$ cat config.mk
export PLATFORM = sky130hd
export DESIGN_NAME = z_reg_scoreboard
export DESIGN_NICKNAME = d
export VERILOG_FILES = /design/src/rtl/z_reg_scoreboard.sv
export SDC_FILE = /design/constraint.sdc
export NUM_CORES = 1
export LEC_CHECK = 0
export BUFFER_PORTS_ARGS = -buffer_cell sky130_fd_sc_hd__buf_2
export CORE_ASPECT_RATIO = 0.9
export CORE_MARGIN = 2
export CORE_UTILIZATION = 60
export CTS_CLUSTER_DIAMETER = 80
export DETAILED_ROUTE_END_ITERATION = 10
export PLACE_DENSITY_LB_ADDON = 0.2
export REMOVE_ABC_BUFFERS = 1
export SLEW_MARGIN = 25
export SYNTH_ARGS = -nofsm -noshare
export SYNTH_HDL_FRONTEND = slang
export SYNTH_SLANG_ARGS = --single-unit
$ cat constraint.sdc
create_clock -name clock -period 9.4 [get_ports clock]
set_input_delay 0.94 -clock clock [delete_from_list [all_inputs] [get_ports clock]]
set_output_delay 0.94 -clock clock [all_outputs]
set_load 0.1 [all_outputs]
$ cat src/rtl/z_reg_scoreboard.sv
// z_reg_scoreboard
//   Register-index decoder plus per-register busy scoreboard for in-flight
//   writes. Stalls issue on RAW/WAW hazards and drives a registered one-hot
//   register-file write enable at writeback. Register 0 is hardwired and is
//   never tracked.
//
// Parameters:
//   SEL_W        register index width (default 5)
//   NREG         1<<SEL_W architectural registers (local, not overridable)
//
// Ports:
//   clock        system clock, rising edge
//   reset        asynchronous, active-low reset
//   issue_valid  instruction presented for issue
//   issue_rd     destination register
//   issue_rs1    source register 1
//   issue_rs2    source register 2
//   issue_ready  issue can be accepted this cycle (combinational)
//   wb_valid     writeback retiring this cycle
//   wb_rd        writeback destination register
//   wen_onehot   registered one-hot register-file write enable (1-cycle pulse)
//   busy_vec     registered scoreboard state
//   pending_cnt  registered population count of busy_vec
//   wb_err       sticky: writeback to a register that was not busy
//
// Build option:
//   Z_SCOREBOARD_BYPASS_EN  when defined, a register retiring this cycle is
//                           treated as free by the hazard check, adding a
//                           combinational path wb_valid/wb_rd -> issue_ready.

module z_reg_scoreboard #(
  parameter  int unsigned SEL_W = 5,
  localparam int unsigned NREG  = 1 << SEL_W
) (
  input  logic             clock,
  input  logic             reset,
  input  logic             issue_valid,
  input  logic [SEL_W-1:0] issue_rd,
  input  logic [SEL_W-1:0] issue_rs1,
  input  logic [SEL_W-1:0] issue_rs2,
  output logic             issue_ready,
  input  logic             wb_valid,
  input  logic [SEL_W-1:0] wb_rd,
  output logic [NREG-1:0]  wen_onehot,
  output logic [NREG-1:0]  busy_vec,
  output logic [SEL_W:0]   pending_cnt,
  output logic             wb_err
);

  // One-hot decode with register 0 masked out.
  function automatic logic [NREG-1:0] dec_nz(input logic [SEL_W-1:0] idx);
    logic [NREG-1:0] d;
    d      = '0;
    d[idx] = 1'b1;
    d[0]   = 1'b0;
    return d;
  endfunction

  logic [NREG-1:0] wb_mask;
  logic [NREG-1:0] set_mask;
  logic [NREG-1:0] busy_chk;
  logic [NREG-1:0] busy_nxt;
  logic [SEL_W:0]  cnt_nxt;
  logic            haz;
  logic            accept;
  logic            err_nxt;

  always_comb begin
    wb_mask = '0;
    if (wb_valid) wb_mask = dec_nz(wb_rd);
  end

`ifdef Z_SCOREBOARD_BYPASS_EN
  // A producer retiring this cycle no longer blocks its consumers.
  always_comb busy_chk = busy_vec & ~wb_mask;
`else
  always_comb busy_chk = busy_vec;
`endif

  always_comb begin
    haz = 1'b0;
    if (issue_rs1 != '0 && busy_chk[issue_rs1]) haz = 1'b1;
    if (issue_rs2 != '0 && busy_chk[issue_rs2]) haz = 1'b1;
    if (issue_rd  != '0 && busy_chk[issue_rd])  haz = 1'b1;
  end

  assign issue_ready = ~haz;
  assign accept      = issue_valid & ~haz;

  always_comb begin
    set_mask = '0;
    if (accept) set_mask = dec_nz(issue_rd);
  end

  // Set is applied after clear so a same-register set/clear leaves it busy.
  always_comb begin
    busy_nxt    = (busy_vec & ~wb_mask) | set_mask;
    busy_nxt[0] = 1'b0;
  end

  always_comb begin
    cnt_nxt = '0;
    for (int unsigned i = 0; i < NREG; i++) begin
      cnt_nxt = cnt_nxt + {{SEL_W{1'b0}}, busy_nxt[i]};
    end
  end

  always_comb begin
    err_nxt = wb_err;
    if (wb_valid && wb_rd != '0 && !busy_vec[wb_rd]) err_nxt = 1'b1;
  end

  always_ff @(posedge clock or negedge reset) begin
    if (!reset) begin
      busy_vec    <= '0;
      wen_onehot  <= '0;
      pending_cnt <= '0;
      wb_err      <= 1'b0;
    end else begin
      busy_vec    <= busy_nxt;
      wen_onehot  <= wb_mask;
      pending_cnt <= cnt_nxt;
      wb_err      <= err_nxt;
    end
  end

endmodule

# Word level (Yosys, flattened, before mapping)
# Cells that the tools add are included.
[word_totals]
output_inout_bits = 72
reg_bits = 70
wordCells = 74
input_bits = 24
[op_classes]
bitwise = 5
muxes = 17
reduce_logical = 12
n_lt_le_gt_ge = 6
add_sub_neg = 30
[ops]
columns = ["operator", "count"]
rows = [
  ["$add A6 B1 Y6", 25],
  ["$mux W32", 2],
  ["$and A32 B32 Y32", 1],
  ["$not A32 Y32", 1],
  ["$or A32 B32 Y32", 1],
  ["$lt A5 B6 Y1 const B", 4],
  ["$bmux W1 S5", 4],
  ["$reduce_bool A5 Y1", 4],
  ["$demux W1 S5", 2],
  ["$ge A5 B1 Y1 const B", 2],
  ["$mux W1", 9],
  ["$logic_and A1 B1 Y1", 7],
  ["$add A5 B1 Y6", 1],
  ["$add A4 B1 Y5", 1],
  ["$add A3 B1 Y4", 1],
  ["$add A2 B1 Y3", 1],
  ["$add A1 B1 Y2", 1],
  ["$and A1 B1 Y1", 1],
  ["$logic_not A1 Y1", 1],
  ["$not A1 Y1", 1],
]

# Depth between registers and ports, before layout
# Gate-level depths: netlist (run 1).
[depth]
word_depth = 40
mapped_depth = 25
mapped_depth_nobuf = 21

# Worst setup path after synthesis (run 1)
# OpenSTA, ideal clock, no wires.
[synth_timing]
path_type = "input to register"
start = "in issue_rs2[0]"
end = "reg pending_cnt[4]"
required_time_ns = 9.320
path_slack_ns = 2.202
setup_ns = 0.080
path_buffers = 3
t_arrival_ns = 7.118
stages = 23
cell_sequence = "buf_6 buf_6 mux2_4 a221o_1 and3_1 a21oi_4 buf_6 nand4_1 o21a_1 fa_1 inv_1 fa_1 fa_1 fa_1 fa_1 inv_1 fa_1 inv_1 fa_1 fa_1 a21o_1 a21oi_1 xnor2_1"
[synth_between]
elab_chain_len = 39
word_cells_on_any_way = 40
classes_between = "30 x add/sub; 5 x mux; 3 x bitwise; 2 x reduce/logical"
[synth_rtl]
columns = ["element", "line_no", "rtl"]
rows = [
  ["start: declaration", "40", "input logic [SEL_W-1:0] issue_rs2,"],
  ["$bmux W1 S5", "83", "if (issue_rs2 != '0 && busy_chk[issue_rs2]) haz = 1'b1;"],
  ["$mux W1 (implied by the code)", "83", ""],
  ["$logic_and A1 B1 Y1 *", "83", ""],
  ["$mux W1 *", "83", ""],
  ["$mux W1 *", "84", "if (issue_rd != '0 && busy_chk[issue_rd]) haz = 1'b1;"],
  ["$not A1 Y1 *", "88", "assign accept = issue_valid & ~haz;"],
  ["$and A1 B1 Y1 *", "88", ""],
  ["$mux W32 *", "92", "if (accept) set_mask = dec_nz(issue_rd);"],
  ["$or A32 B32 Y32 *", "97", "busy_nxt = (busy_vec & ~wb_mask) | set_mask;"],
  ["$add A1 B1 Y2", "104", "cnt_nxt = cnt_nxt + {{SEL_W{1'b0}}, busy_nxt[i]};"],
  ["$add A2 B1 Y3", "104", ""],
  ["$add A3 B1 Y4", "104", ""],
  ["$add A4 B1 Y5", "104", ""],
  ["$add A5 B1 Y6", "104", ""],
  ["$add A6 B1 Y6 (24 in series)", "104", ""],
  ["$add A6 B1 Y6 *", "104", ""],
  ["named net cnt_nxt[4]", "63", "logic [SEL_W:0] cnt_nxt;"],
  ["end signal: assignment", "122", "pending_cnt <= cnt_nxt;"],
  ["end: declaration", "46", "output logic [SEL_W:0] pending_cnt,"],
]
# Mark *: on every way through the listed nets, which the timed path passes. The rest lies on a longest branch. The select of a mux whose other input is x is not followed.
# A chain may end at the register's enable or synchronous reset.

# Worst setup path in the final report (run 1)
[layout_timing]
start = "in issue_rd[1]"
end = "reg pending_cnt[4]"
[layout_between]
elab_chain_len = 38
word_cells_on_any_way = 44
classes_between = "30 x add/sub; 2 x order compare; 6 x mux; 3 x bitwise; 3 x reduce/logical"
[layout_rtl]
columns = ["element", "line_no", "rtl"]
rows = [
  ["start: declaration", "38", "input logic [SEL_W-1:0] issue_rd,"],
  ["$bmux W1 S5", "84", ""],
  ["$mux W1 (implied by the code)", "84", ""],
  ["$logic_and A1 B1 Y1", "84", ""],
  ["$mux W1", "84", ""],
  ["$not A1 Y1", "88", ""],
  ["$and A1 B1 Y1", "88", ""],
  ["$mux W32 *", "92", ""],
  ["$or A32 B32 Y32 *", "97", ""],
  ["$add A1 B1 Y2", "104", ""],
  ["$add A2 B1 Y3", "104", ""],
  ["$add A3 B1 Y4", "104", ""],
  ["$add A4 B1 Y5", "104", ""],
  ["$add A5 B1 Y6", "104", ""],
  ["$add A6 B1 Y6 (24 in series)", "104", ""],
  ["$add A6 B1 Y6 *", "104", ""],
  ["named net cnt_nxt[4]", "63", ""],
]
# Marked as above.

==> results of run 1 <==
[registers in the layout, indices dropped and copies added, names as in the netlist]
register     flops
pending_cnt      6
busy_vec        31
wb_err           1
wen_onehot      31
[worst max-delay path: stages]
cell	delay, ps
sky130_fd_sc_hd__buf_2	410
sky130_fd_sc_hd__mux2_1	370
sky130_fd_sc_hd__and4_1	190
sky130_fd_sc_hd__o31ai_1	190
sky130_fd_sc_hd__o211a_1	760
sky130_fd_sc_hd__nand4_1	230
sky130_fd_sc_hd__o21a_1	250
sky130_fd_sc_hd__fa_1	540
sky130_fd_sc_hd__inv_1	60
sky130_fd_sc_hd__fa_1	530
sky130_fd_sc_hd__fa_1	520
sky130_fd_sc_hd__fa_1	520
sky130_fd_sc_hd__fa_1	550
sky130_fd_sc_hd__inv_1	50
sky130_fd_sc_hd__fa_1	500
sky130_fd_sc_hd__inv_1	50
sky130_fd_sc_hd__fa_1	450
sky130_fd_sc_hd__fa_1	410
sky130_fd_sc_hd__a21o_1	190
sky130_fd_sc_hd__a21oi_1	180
sky130_fd_sc_hd__xnor2_1	140
[metal layers]
metal  part of all wire  GRT usage  wire length (um)  vias to the layer above
met5                  0          0                 0                        -
met1               0.39      0.450              5240                     2006
li1                   -          -                 -                     1763
met3               0.11     0.0883              1480                       56
met4              0.032      0.118               434                        0
met2               0.47      0.513              6430                      314
[final cells by class]
cell class              instances  area share
multi-input cells             322       0.506
flip-flops and latches         69       0.328
repair buffers                 99      0.0977
clock buffers                   9      0.0235
well taps                      96      0.0228
clock inverters                 7      0.0119
inverters                      14     0.00998
[metrics by stage]
stage               std cells   util  hold WS (ps)  area, um^2
finish                    616  0.701           466        5260
global route              616  0.701           508        5260
CTS                       615  0.700           469        5250
global placement          599  0.675           443        5070
floorplan                 405      -           644        4440
detailed placement        599  0.675           450        5070
[cells in the mapped netlist, drive strengths merged, types with 6 or more instances]
master / number
mux4: 14
nor2b: 7
nor2: 38
a21oi: 6
inv: 14
mux2: 11
nand2: 10
nand3: 9
a22oi: 6
o21a: 16
nand4: 28
mux2i: 24
buf: 22
nand3b: 7
clkbuf: 16
fa: 23
o21ai: 63
dfrtp: 69
ha: 7
[cell families after synthesis]
kind of cell | Yosys count | share of synthesized area
compound gates | 107 | 0.140
xor+xnor | 3 | 0.00566
fa+ha+maj | 30 | 0.118
buf+inv | 52 | 0.0558
flops | 69 | 0.372
mux | 49 | 0.147
other cells | 1 | 0.000807
simple gates | 131 | 0.162
[how the worst max path moves through the flow]
stage | endpoint | slack, ps
2_1_floorplan | pending_cnt[4] | 1560
3_3_place_gp | pending_cnt[4] | 1150
3_5_place_dp | pending_cnt[4] | 1000
4_1_cts | pending_cnt[4] | 1340
5_1_grt | pending_cnt[4] | 1310
6_report | pending_cnt[4] | 1640
[power groups by stage]
stage	Combinational (uW)	Clock, uW	Sequential (uW)
after floorplan	869	0	693
after global placement	1390	0	427
after detailed placement	1440	0	426
after CTS	1440	238	420
after global routing	1610	250	428
final	1440	238	424
==> PnR_summary.wiki, run 1 <==
{| class="wikitable"
! Metric !! Value
|-
| Cell types with the largest area share after synthesis || sky130_fd_sc_hd__dfrtp_1, sky130_fd_sc_hd__fa_1, sky130_fd_sc_hd__mux4_2
|-
| Worst Tran Pin Value || 880 ps
|-
| Fin Setup TNS || 0 ps
|-
| Worst hold path depth || 1
|-
| Final hold violations || 0
|-
| Number of antenna repair diodes || 0
|-
| Fill cell total of the finished layout || 616
|-
| Die Ht || 87.5 um
|-
| Worst min-delay path endpoint || wb_err
|-
| Most frequent cells in the layout || sky130_fd_sc_hd__buf_2, sky130_fd_sc_hd__dfrtp_1, sky130_fd_sc_hd__nor2_1, sky130_fd_sc_hd__o21ai_0, sky130_fd_sc_hd__o21ai_1
|-
| Post-layout worst setup margin || 1640 ps
|-
| Final HPWL DP || approximately 10 mm
|-
| Portion of the post-synthesis area used by sequential elements || 0.372
|-
| Row count || 30
|-
| Detailed-route via count || 4139
|-
| Setup Buffers After CTS || 0
|-
| Combined area of the multi-input logic cells || 2660 um^2
|-
| Post-Place Worst Slack || around 1000 ps
|-
| Kind of capture point of the worst setup path || register
|-
| Cell depth of the worst flop-to-flop path || 20
|-
| Fraction of layout cells with a size suffix above 1 || 0.260
|-
| Total CTS buffers || 9
|-
| Power density relative to cell area || 398 nW/um^2
|-
| Die extent in x || 96.8 um
|-
| Max transition margin || 0.412
|-
| Post-Syn Area per Cell || 10.5 um^2
|-
| Residual antenna-violating net count after detailed routing || 0
|-
| H-tree depth || 3
|-
| Worst flop-to-flop path endpoint || pending_cnt[4]
|-
| Leakage power figure || 0.00252 uW
|-
| Register cell area after layout || 1730 um^2
|-
| Synth-to-Final Area Change || 13.3%
|-
| Max Clk Rate || 129 MHz
|-
| Via count normalized by instance count || 6.72
|-
| Final worst path period share || 0.826
|-
| Worst setup SP type || input pin
|-
| Drt total wl || around 14 mm
|-
| Kind of path behind the tightest hold check || register to register
|-
| Gate Count Post-Synth || between 400 and 500
|-
| Floorplan die area || 8460 um^2
|-
| CP startpoint || issue_rd[1]
|-
| Share of power burned in combinational logic || 0.685
|-
| First DRT Iteration DRCs || 412
|-
| Initial DRT Pass Iterations || 6
|-
| Overall routing resource usage || 0.329
|-
| Required time at the worst-slack endpoint || 9690 ps
|-
| Area of the mapped netlist || 4650 um^2
|-
| Status || complete, no violations
|-
| Max-cap violation count || 0
|-
| Yosys warns || 0
|-
| Starting utilization of the core area || 0.619
|-
| Final GP Congestion || 0.910
|-
| Number of unique standard cell types used by synthesis || 55
|-
| First-pass GRT wire length || 21.3 mm
|-
| Max-slew violation count || 0
|-
| Number of placed I/O pins || 96
|-
| Reg-to-reg startpoint || busy_vec[17]
|-
| Most common cell after layout, fill and taps aside || sky130_fd_sc_hd__buf_2
|-
| Synth async-reset ratio || 1.00
|-
| CTS-repair resized insts || 0
|-
| Switching share of total power || 0.527
|-
| Pin count of the biggest net entering global routing || 70
|-
| Slack of the worst reg-to-reg path || 2200 ps
|-
| Crit path time final || around 7800 ps
|-
| Most frequently used flop master after synthesis || sky130_fd_sc_hd__dfrtp_1
|-
| EDFF count, synth || 0
|-
| Yosys reg bits || a little under 70
|-
| Crit Path Class || input pin to register
|-
| Overall power || 2100 uW
|-
| Clock group share of total power || 0.113
|-
| Final net count || 569
|-
| Buffers on Ports || 93
|-
| Placeable core region || 7510 um^2
|-
| Hold Startpoint || wb_err
|-
| Clk_lat worst skew || 360 ps
|-
| Worst ir drop on vdd || between 0.5 and 0.6 mV
|-
| Number of antenna violations at the first check in global routing || 0
|-
| Clock tree skew after final layout || 10.1 ps
|-
| RSZ-0062 raised after global routing || false
|-
| Arrival time at the worst endpoint || 8050 ps
|-
| Clk slew on worst S/H paths || 90 ps
|-
| Count of hold-fix buffers inserted at cts || 0
|-
| Clock root cell || sky130_fd_sc_hd__clkbuf_8
|-
| Relative contribution of sequential cells to total power || 0.202
|-
| Post-detailed-route DRC marker count || 0
|-
| Worst Path Max Fanout || 26
|-
| Portion of synthesized cell area occupied by the leading cell type || 0.372
|-
| Maximum buffer depth of the clock tree || 2
|-
| CTS tree || yes
|-
| Endpoints failing setup || 0
|-
| Total grt overflow || 0
|-
| Number of sinks handled by clock tree synthesis || around 70
|-
| Via count of the first global-routing pass || a little under 4000
|-
| Internal power contribution || between 900 and 1000 uW
|-
| Switching power of the nets || 1110 uW
|-
| Largest area contributor in the synthesized netlist || sky130_fd_sc_hd__dfrtp_1
|-
| Routed length per placed instance || ~22 um
|}
Note: power is estimated with default switching activity, not from simulation.
==> run 2: changes to the inputs <==
--- a/config.mk
+++ b/config.mk
@@ -5,10 +5,11 @@
 export SDC_FILE = /design/constraint.sdc
 export NUM_CORES = 1
 export LEC_CHECK = 0
+export ABC_AREA = 1
 export BUFFER_PORTS_ARGS = -buffer_cell sky130_fd_sc_hd__buf_2
 export CORE_ASPECT_RATIO = 0.9
 export CORE_MARGIN = 2
-export CORE_UTILIZATION = 60
+export CORE_UTILIZATION = 56
 export CTS_CLUSTER_DIAMETER = 80
 export DETAILED_ROUTE_END_ITERATION = 10
 export PLACE_DENSITY_LB_ADDON = 0.2
==> constraint.sdc (replaced) <==
create_clock -name clock -period 8.08 [get_ports clock]
set_input_delay 0.808 -clock clock [delete_from_list [all_inputs] [get_ports clock]]
set_output_delay 0.808 -clock clock [all_outputs]
set_load 0.1 [all_outputs]
==> run 2 against run 1 <==
Effect of this change: sequential power is 11% higher; final cell count is 34% higher; core utilization is 3.2 points lower; die area is 8.4% higher; design area is 3.0% higher; total power is 23% higher; clock-buffer cell count is 1 higher; critical path depth is 6 higher.
==> PnR_summary.wiki, run 2 <==
{| class="wikitable"
! Metric !! Value
|-
| Status || complete, no violations
|-
| Max-cap violation count || 0
|-
| CP max stage delay || 550 ps
|-
| Final net count || a little under 800
|-
| Max Clk Rate || between 100 and 150 MHz
|-
| Number of placed I/O pins || 96
|-
| Placeable core region || 8110 um^2
|-
| Starting utilization of the core area || 0.582
|-
| Final GP Congestion || roughly 1.1
|-
| Kind of path behind the tightest hold check || register to register
|-
| Count of hold-fix buffers inserted at cts || 0
|-
| Internal power contribution || 1220 uW
|-
| Number of antenna violations at the first check in global routing || 0
|-
| CTS-repair resized insts || 0
|-
| Arrival time at the worst endpoint || 7370 ps
|-
| Gate Count Post-Synth || 636
|-
| Portion of synthesized cell area occupied by the leading cell type || 0.366
|-
| Row count || 31
|-
| Most frequently used flop master after synthesis || sky130_fd_sc_hd__dfrtp_1
|-
| Required time at the worst-slack endpoint || 8360 ps
|-
| Leakage power figure || 0.00283 uW
|-
| Via count normalized by instance count || 5.82
|-
| Die Ht || 91.1 um
|-
| Fin Setup TNS || 0 ps
|-
| Post-Syn Area per Cell || 7.41 um^2
|-
| RSZ-0062 raised after global routing || false
|-
| Top cell family by delay on the critical path || adder cells
|-
| Switching share of total power || 0.525
|-
| CTS tree || yes
|-
| Worst hold margin || 459 ps
|-
| Slowest library cell on the worst path || sky130_fd_sc_hd__o21ai_0
|-
| Final hold violations || 0
|-
| Multiplexer area fraction after synthesis || 0
|-
| Synth Area in Adders || 0.116
|-
| Total grt overflow || 0
|-
| Crit Path Class || input pin to register
|-
| XOR/XNOR share of the synthesized area || 0.00557
|-
| Number of unique standard cell types used by synthesis || 36
|-
| Overall power || about 2600 uW
|-
| Synth-to-Final Area Change || 15.0%
|-
| H-tree depth || 3
|-
| Placed cells || 812
|-
| Floorplan die area || 9170 um^2
|-
| Yosys warns || 0
|-
| Post-detailed-route DRC marker count || 0
|-
| Crit path time final || between 7000 and 8000 ps
|-
| Commonest cells in the netlist || sky130_fd_sc_hd__nand2_1, sky130_fd_sc_hd__nor2_1, sky130_fd_sc_hd__inv_1
|-
| Pin count of the biggest net entering global routing || 70
|-
| Most frequent cells in the layout || sky130_fd_sc_hd__nand2_1, sky130_fd_sc_hd__nor2_1, sky130_fd_sc_hd__buf_2, sky130_fd_sc_hd__inv_1, sky130_fd_sc_hd__dfrtp_1
|-
| Yosys reg bits || 69
|-
| Buffers on Ports || 93
|-
| Initial DRT Pass Iterations || 5
|-
| Max-slew violation count || 0
|-
| Final HPWL DP || between 10 and 15 mm
|-
| Largest registers in the final layout || busy_vec: 31 flops, wen_onehot: 31 flops, pending_cnt: 6 flops
|-
| Portion of the post-synthesis area used by sequential elements || 0.366
|-
| Max transition margin || 0.415
|-
| Residual antenna-violating net count after detailed routing || 0
|-
| Buffers and inverters on the worst path || 5
|-
| Area of the mapped netlist || 4720 um^2
|-
| Clk_lat worst skew || 350 ps
|-
| First-pass GRT wire length || 24.2 mm
|-
| Clock tree skew after final layout || 10.5 ps
|-
| Number of sinks handled by clock tree synthesis || 69
|-
| Share of power burned in combinational logic || 0.685
|-
| Switching power of the nets || 1350 uW
|-
| Largest area contributor in the synthesized netlist || sky130_fd_sc_hd__dfrtp_1
|-
| Relative contribution of sequential cells to total power || 0.183
|-
| Kind of capture point of the worst setup path || register
|-
| Most common cell after layout, fill and taps aside || sky130_fd_sc_hd__nand2_1
|-
| Detailed-route via count || 4817
|-
| Drt total wl || 15.6 mm
|-
| Final worst path period share || 0.878
|-
| Worst ir drop on vdd || 1.10 mV
|-
| Cell repeated most along the worst path || sky130_fd_sc_hd__fa_1
|-
| Area fraction in compound gates after synthesis || 0.119
|-
| Via count of the first global-routing pass || 4479
|-
| Finished Layout Cells || 828
|-
| Synth async-reset ratio || 1.00
|-
| Worst Tran Pin Value || 878 ps
|-
| Total CTS buffers || 9
|-
| Clk slew on worst S/H paths || 80 ps
|-
| Endpoints failing setup || 0
|-
| Fraction of layout cells with a size suffix above 1 || 0.181
|-
| Power density relative to cell area || 474 nW/um^2
|-
| Number of antenna repair diodes || 0
|-
| Clock root cell || sky130_fd_sc_hd__clkbuf_8
|-
| EDFF count, synth || 0
|-
| Post-Synth Simple-Gate Area || 0.289
|-
| Worst Path Max Fanout || 46
|-
| Maximum buffer depth of the clock tree || 2
|-
| Die extent in x || between 100 and 150 um
|-
| Cell types with the largest area share after synthesis || sky130_fd_sc_hd__dfrtp_1, sky130_fd_sc_hd__nand2_1, sky130_fd_sc_hd__fa_1
|-
| First DRT Iteration DRCs || 567
|-
| Overall routing resource usage || 0.353
|-
| Clock group share of total power || 0.133
|-
| Setup Buffers After CTS || 0
|-
| Dominant combinational cell family by area after synthesis || simple AND/OR/NAND/NOR gates
|-
| Routed length per placed instance || around 19 um
|-
| Most frequent cell after synthesis || sky130_fd_sc_hd__nand2_1
|-
| Worst setup SP type || input pin
|}
==> run 2: cell types whose count changed in the layout (fill, tap and decap cells not counted), moves of 9 or more <==
cell and delta:
sky130_fd_sc_hd__inv_1 +64, sky130_fd_sc_hd__mux2_1 -9, sky130_fd_sc_hd__mux2i_1 -24, sky130_fd_sc_hd__mux4_2 -14, sky130_fd_sc_hd__nand2_1 +157, sky130_fd_sc_hd__nand3_1 +33
sky130_fd_sc_hd__nand4_1 -25, sky130_fd_sc_hd__nor2_1 +58, sky130_fd_sc_hd__nor3_1 +13, sky130_fd_sc_hd__o21a_1 -15, sky130_fd_sc_hd__o21ai_0 +13, sky130_fd_sc_hd__o21ai_1 -20
sky130_fd_sc_hd__o21bai_1 +11, sky130_fd_sc_hd__o22ai_1 +10
==> run 2: per-layer routing <==
metal	up-vias	GRT usage	share of wire	wire, um
met5	-	0	0	0
met3	50	0.0639	0.11	1650
met1	2262	0.503	0.40	6310
met2	319	0.531	0.45	7100
li1	2186	-	-	-
met4	0	0.145	0.036	565
==> run 2: path summary, 6_finish.rpt <==
check | slack (ps) | cells past startpoint | from | endpoint
min in group asynchronous | 640 | 2 | reset | wen_onehot[8]
max | 980 | 27 | issue_rd[0] | pending_cnt[4]
min reg2reg | 460 | 2 | wb_err | wb_err
max in group asynchronous | 6840 | 2 | reset | busy_vec[23]
max reg2reg | 1300 | 27 | busy_vec[20] | pending_cnt[4]
min | 460 | 2 | wb_err | wb_err
==> run 2: layout make-up <==
cell class	instances	area, um^2
Fill cell	659	2690
Multi-Input combinational cell	461	2510
Sequential cell	69	1730
Timing Repair Buffer	97	495
Inverter	86	328
Clock buffer	10	128
Tap cell	99	124
Clock inverter	6	111
==> run 2: kinds of logic after synthesis <==
family / Yosys count
other: 1
AO/OA/AOI/OAI: 95
XOR/XNOR: 3
flip-flops: 69
adder cells (fa/ha/maj): 30
AND/OR/NAND/NOR: 331
buffers and inverters: 107
==> run 2: worst register-to-register path: stages (launching register included) <==
cell                      delay (ps)
sky130_fd_sc_hd__dfrtp_1         380
sky130_fd_sc_hd__inv_1           240
sky130_fd_sc_hd__o21ai_0         130
sky130_fd_sc_hd__nand2_1          80
sky130_fd_sc_hd__nand2_1          40
sky130_fd_sc_hd__nand2_1          50
sky130_fd_sc_hd__nand2_1          50
sky130_fd_sc_hd__nor2_1           90
sky130_fd_sc_hd__nand2_1          80
sky130_fd_sc_hd__nor2_2          150
sky130_fd_sc_hd__nand3_4         410
sky130_fd_sc_hd__o21ai_0         570
sky130_fd_sc_hd__fa_1            500
sky130_fd_sc_hd__inv_1            80
sky130_fd_sc_hd__fa_1            400
sky130_fd_sc_hd__inv_1            80
sky130_fd_sc_hd__fa_1            420
sky130_fd_sc_hd__fa_1            470
sky130_fd_sc_hd__fa_1            540
sky130_fd_sc_hd__inv_1            50
sky130_fd_sc_hd__fa_1            490
sky130_fd_sc_hd__inv_1            50
sky130_fd_sc_hd__fa_1            460
sky130_fd_sc_hd__fa_1            410
sky130_fd_sc_hd__a21oi_1         160
sky130_fd_sc_hd__nor2_1           60
sky130_fd_sc_hd__nor2_1          130
sky130_fd_sc_hd__xnor2_1         130
==> run 2: power groups by stage <==
stage | clock, uW | sequential, uW | combinational, uW
floorplan | 0 | 785 | 1060
global placement | 0 | 474 | 1690
detailed placement | 0 | 474 | 1760
CTS | 342 | 467 | 1770
global route | 359 | 473 | 1960
finish | 341 | 470 | 1760
==> run 2: stage by stage <==
step                      area, um^2  utilization  setup WS, ps
after floorplan                 4560            -          1430
after global placement          5180        0.639           809
after detailed placement        5180        0.639           652
after CTS                       5420        0.669           996
after global routing            5420        0.669           583
final                           5420        0.669           982
==> run 3: changes to the inputs <==
--- a/config.mk
+++ b/config.mk
@@ -7,7 +7,7 @@
 export LEC_CHECK = 0
 export ABC_AREA = 1
 export BUFFER_PORTS_ARGS = -buffer_cell sky130_fd_sc_hd__buf_2
-export CORE_ASPECT_RATIO = 0.9
+export CORE_ASPECT_RATIO = 0.8
 export CORE_MARGIN = 2
 export CORE_UTILIZATION = 56
 export CTS_CLUSTER_DIAMETER = 80
==> run 3 against run 2 <==
Effect of this change: clock skew shrank 4.0 ps; critical path depth is the same; register-to-register slack lost 140 ps; via count grew 0.42%; clock power shrank 5.9%; sequential power shrank 1%; critical endpoint unchanged; largest cell class unchanged; clock-buffer cell count shrank 1; die area is essentially flat; first-iteration DRC count shrank 9.3%.
==> PnR_summary.wiki, run 3 (synthesis gave the netlist of run 2 again) <==
{| class="wikitable"
! Metric !! Value
|-
| Clock tree skew after final layout || roughly 6.5 ps
|-
| First DRT Iteration DRCs || slightly above 500
|-
| CTS tree || yes
|-
| Post-Place Worst Slack || approximately 520 ps
|-
| Largest registers in the final layout || busy_vec: 31 flops, wen_onehot: 31 flops, pending_cnt: 6 flops
|-
| Total grt overflow || 0
|-
| Final GP Congestion || between 1 and 1.5
|-
| Clock root cell || sky130_fd_sc_hd__clkbuf_8
|-
| First-pass GRT wire length || 24.2 mm
|-
| Residual antenna-violating net count after detailed routing || 0
|-
| Drt total wl || 15.3 mm
|-
| Fin Setup TNS || 0 ps
|-
| Kind of capture point of the worst setup path || register
|-
| Clk slew on worst S/H paths || 80 ps
|-
| Row count || 29
|-
| RSZ-0062 raised after global routing || false
|-
| Pin count of the biggest net entering global routing || 70
|-
| H-tree depth || 3
|-
| Most common cell after layout, fill and taps aside || sky130_fd_sc_hd__nand2_1
|-
| Final hold violations || 0
|-
| Leakage power figure || 0.00282 uW
|-
| Post-layout worst setup margin || 800 ps
|-
| Via count normalized by instance count || 5.79
|-
| Count of hold-fix buffers inserted at cts || 0
|-
| Setup Buffers After CTS || 0
|-
| Final worst path period share || 0.901
|-
| Detailed-route via count || 4837
|-
| Fill cell total of the finished layout || 717
|-
| Worst setup SP type || input pin
|-
| Worst ir drop on vdd || 0.945 mV
|-
| Placeable core region || 8060 um^2
|-
| Register cell area after layout || 1730 um^2
|-
| Overall routing resource usage || 0.350
|-
| Die Ht || 86.1 um
|-
| Max transition margin || 0.420
|-
| Die extent in x || ~110 um
|-
| Combined area of the multi-input logic cells || 2510 um^2
|-
| Post-detailed-route DRC marker count || 0
|-
| Routed length per placed instance || 18.4 um
|-
| Fraction of layout cells with a size suffix above 1 || 0.181
|-
| Arrival time at the worst endpoint || 7570 ps
|-
| Kind of path behind the tightest hold check || register to register
|-
| Worst hold path depth || 2
|-
| Number of placed I/O pins || 96
|-
| Required time at the worst-slack endpoint || about 8400 ps
|-
| Worst Tran Pin Value || roughly 870 ps
|-
| Final net count || 777
|-
| Max-slew violation count || 0
|-
| Synth-to-Final Area Change || 14.7%
|-
| CTS-repair resized insts || 0
|-
| Cell depth of the worst flop-to-flop path || 27
|-
| Crit Path Class || input pin to register
|-
| Crit path time final || 7280 ps
|-
| Initial DRT Pass Iterations || 6
|-
| Power density relative to cell area || 470 nW/um^2
|-
| Total CTS buffers || 9
|-
| Final HPWL DP || 11.5 mm
|-
| Status || complete, no violations
|-
| Starting utilization of the core area || 0.585
|-
| Clk_lat worst skew || 360 ps
|-
| Buffers on Ports || between 90 and 100
|-
| Number of antenna violations at the first check in global routing || 0
|-
| Floorplan die area || 9180 um^2
|-
| Via count of the first global-routing pass || 4610
|-
| Max-cap violation count || 0
|-
| Number of antenna repair diodes || 0
|-
| Endpoints failing setup || 0
|-
| Maximum buffer depth of the clock tree || 2
|-
| Max Clk Rate || 137 MHz
|-
| Number of sinks handled by clock tree synthesis || 69
|-
| Most frequent cells in the layout || sky130_fd_sc_hd__nand2_1, sky130_fd_sc_hd__nor2_1, sky130_fd_sc_hd__buf_2, sky130_fd_sc_hd__inv_1, sky130_fd_sc_hd__dfrtp_1
|-
| Worst Path Max Fanout || 46
|}
-- run 3: cell count changes in the layout (fill, tap and decap cells not counted) --
cell	change
sky130_fd_sc_hd__buf_4	-1
sky130_fd_sc_hd__inv_6	+1
sky130_fd_sc_hd__clkbuf_1	-1
sky130_fd_sc_hd__bufinv_16	-1
sky130_fd_sc_hd__clkinv_4	+1
-- run 3: worst paths after layout --
path | start | slack, ps | to
worst min-delay path | wb_err | 510 | wb_err
min in group asynchronous | reset | 630 | wen_onehot[8]
worst min register to register | wb_err | 510 | wb_err
worst max-delay path | issue_rd[0] | 800 | pending_cnt[4]
max in group asynchronous | reset | 6880 | wen_onehot[15]
worst max register to register | busy_vec[22] | 1160 | pending_cnt[4]
-- run 3: cell type report --
| cell class | instances | share of cell area |
|---|---|---|
| Clock buffer | 9 | 0.0229 |
| Clock inverter | 7 | 0.0183 |
| Timing Repair Buffer | 96 | 0.0902 |
| Inverter | 86 | 0.0606 |
| Multi-Input combinational cell | 461 | 0.464 |
| Tap cell | 108 | 0.0250 |
| Sequential cell | 69 | 0.319 |
-- run 3: per-layer routing --
| layer | routed length, um | track usage | vias up |
|---|---|---|---|
| met1 | 6460 | 0.514 | 2268 |
| li1 | - | - | 2185 |
| met4 | 421 | 0.125 | 0 |
| met5 | 0 | 0 | - |
| met2 | 6550 | 0.512 | 340 |
| met3 | 1920 | 0.0790 | 44 |
-- run 3: where the power goes --
part | internal (uW) | switching (uW)
combinational | 606 | 1150
sequential | 420 | 44.7
clock | 175 | 146
-- run 3: stage by stage --
stage               hold WS (ps)  utilization  instance area [um^2]  power [uW]  cells
floorplan                    512            -                  4560        1840    616
global placement             458        0.644                  5190        2150    820
detailed placement           481        0.644                  5190        2230    820
CTS                          500        0.671                  5410        2560    836
global route                 524        0.671                  5410        2810    836
finish                       511        0.671                  5410        2540    836
-- run 3: worst max-delay path, stage by stage --
cell	delay, ps
sky130_fd_sc_hd__buf_2	390
sky130_fd_sc_hd__o21ai_0	220
sky130_fd_sc_hd__nand2_1	110
sky130_fd_sc_hd__nand2_1	50
sky130_fd_sc_hd__nand2_1	60
sky130_fd_sc_hd__nand2_1	50
sky130_fd_sc_hd__nor2_1	90
sky130_fd_sc_hd__nand2_1	90
sky130_fd_sc_hd__nor2_2	150
sky130_fd_sc_hd__nand3_4	430
sky130_fd_sc_hd__nor2_1	240
sky130_fd_sc_hd__nor2_1	100
sky130_fd_sc_hd__fa_1	550
sky130_fd_sc_hd__inv_1	60
sky130_fd_sc_hd__fa_1	550
sky130_fd_sc_hd__fa_1	530
sky130_fd_sc_hd__fa_1	520
sky130_fd_sc_hd__fa_1	560
sky130_fd_sc_hd__inv_1	60
sky130_fd_sc_hd__fa_1	510
sky130_fd_sc_hd__inv_1	60
sky130_fd_sc_hd__fa_1	470
sky130_fd_sc_hd__fa_1	420
sky130_fd_sc_hd__a21oi_1	170
sky130_fd_sc_hd__nor2_1	60
sky130_fd_sc_hd__nor2_1	110
sky130_fd_sc_hd__xnor2_1	120
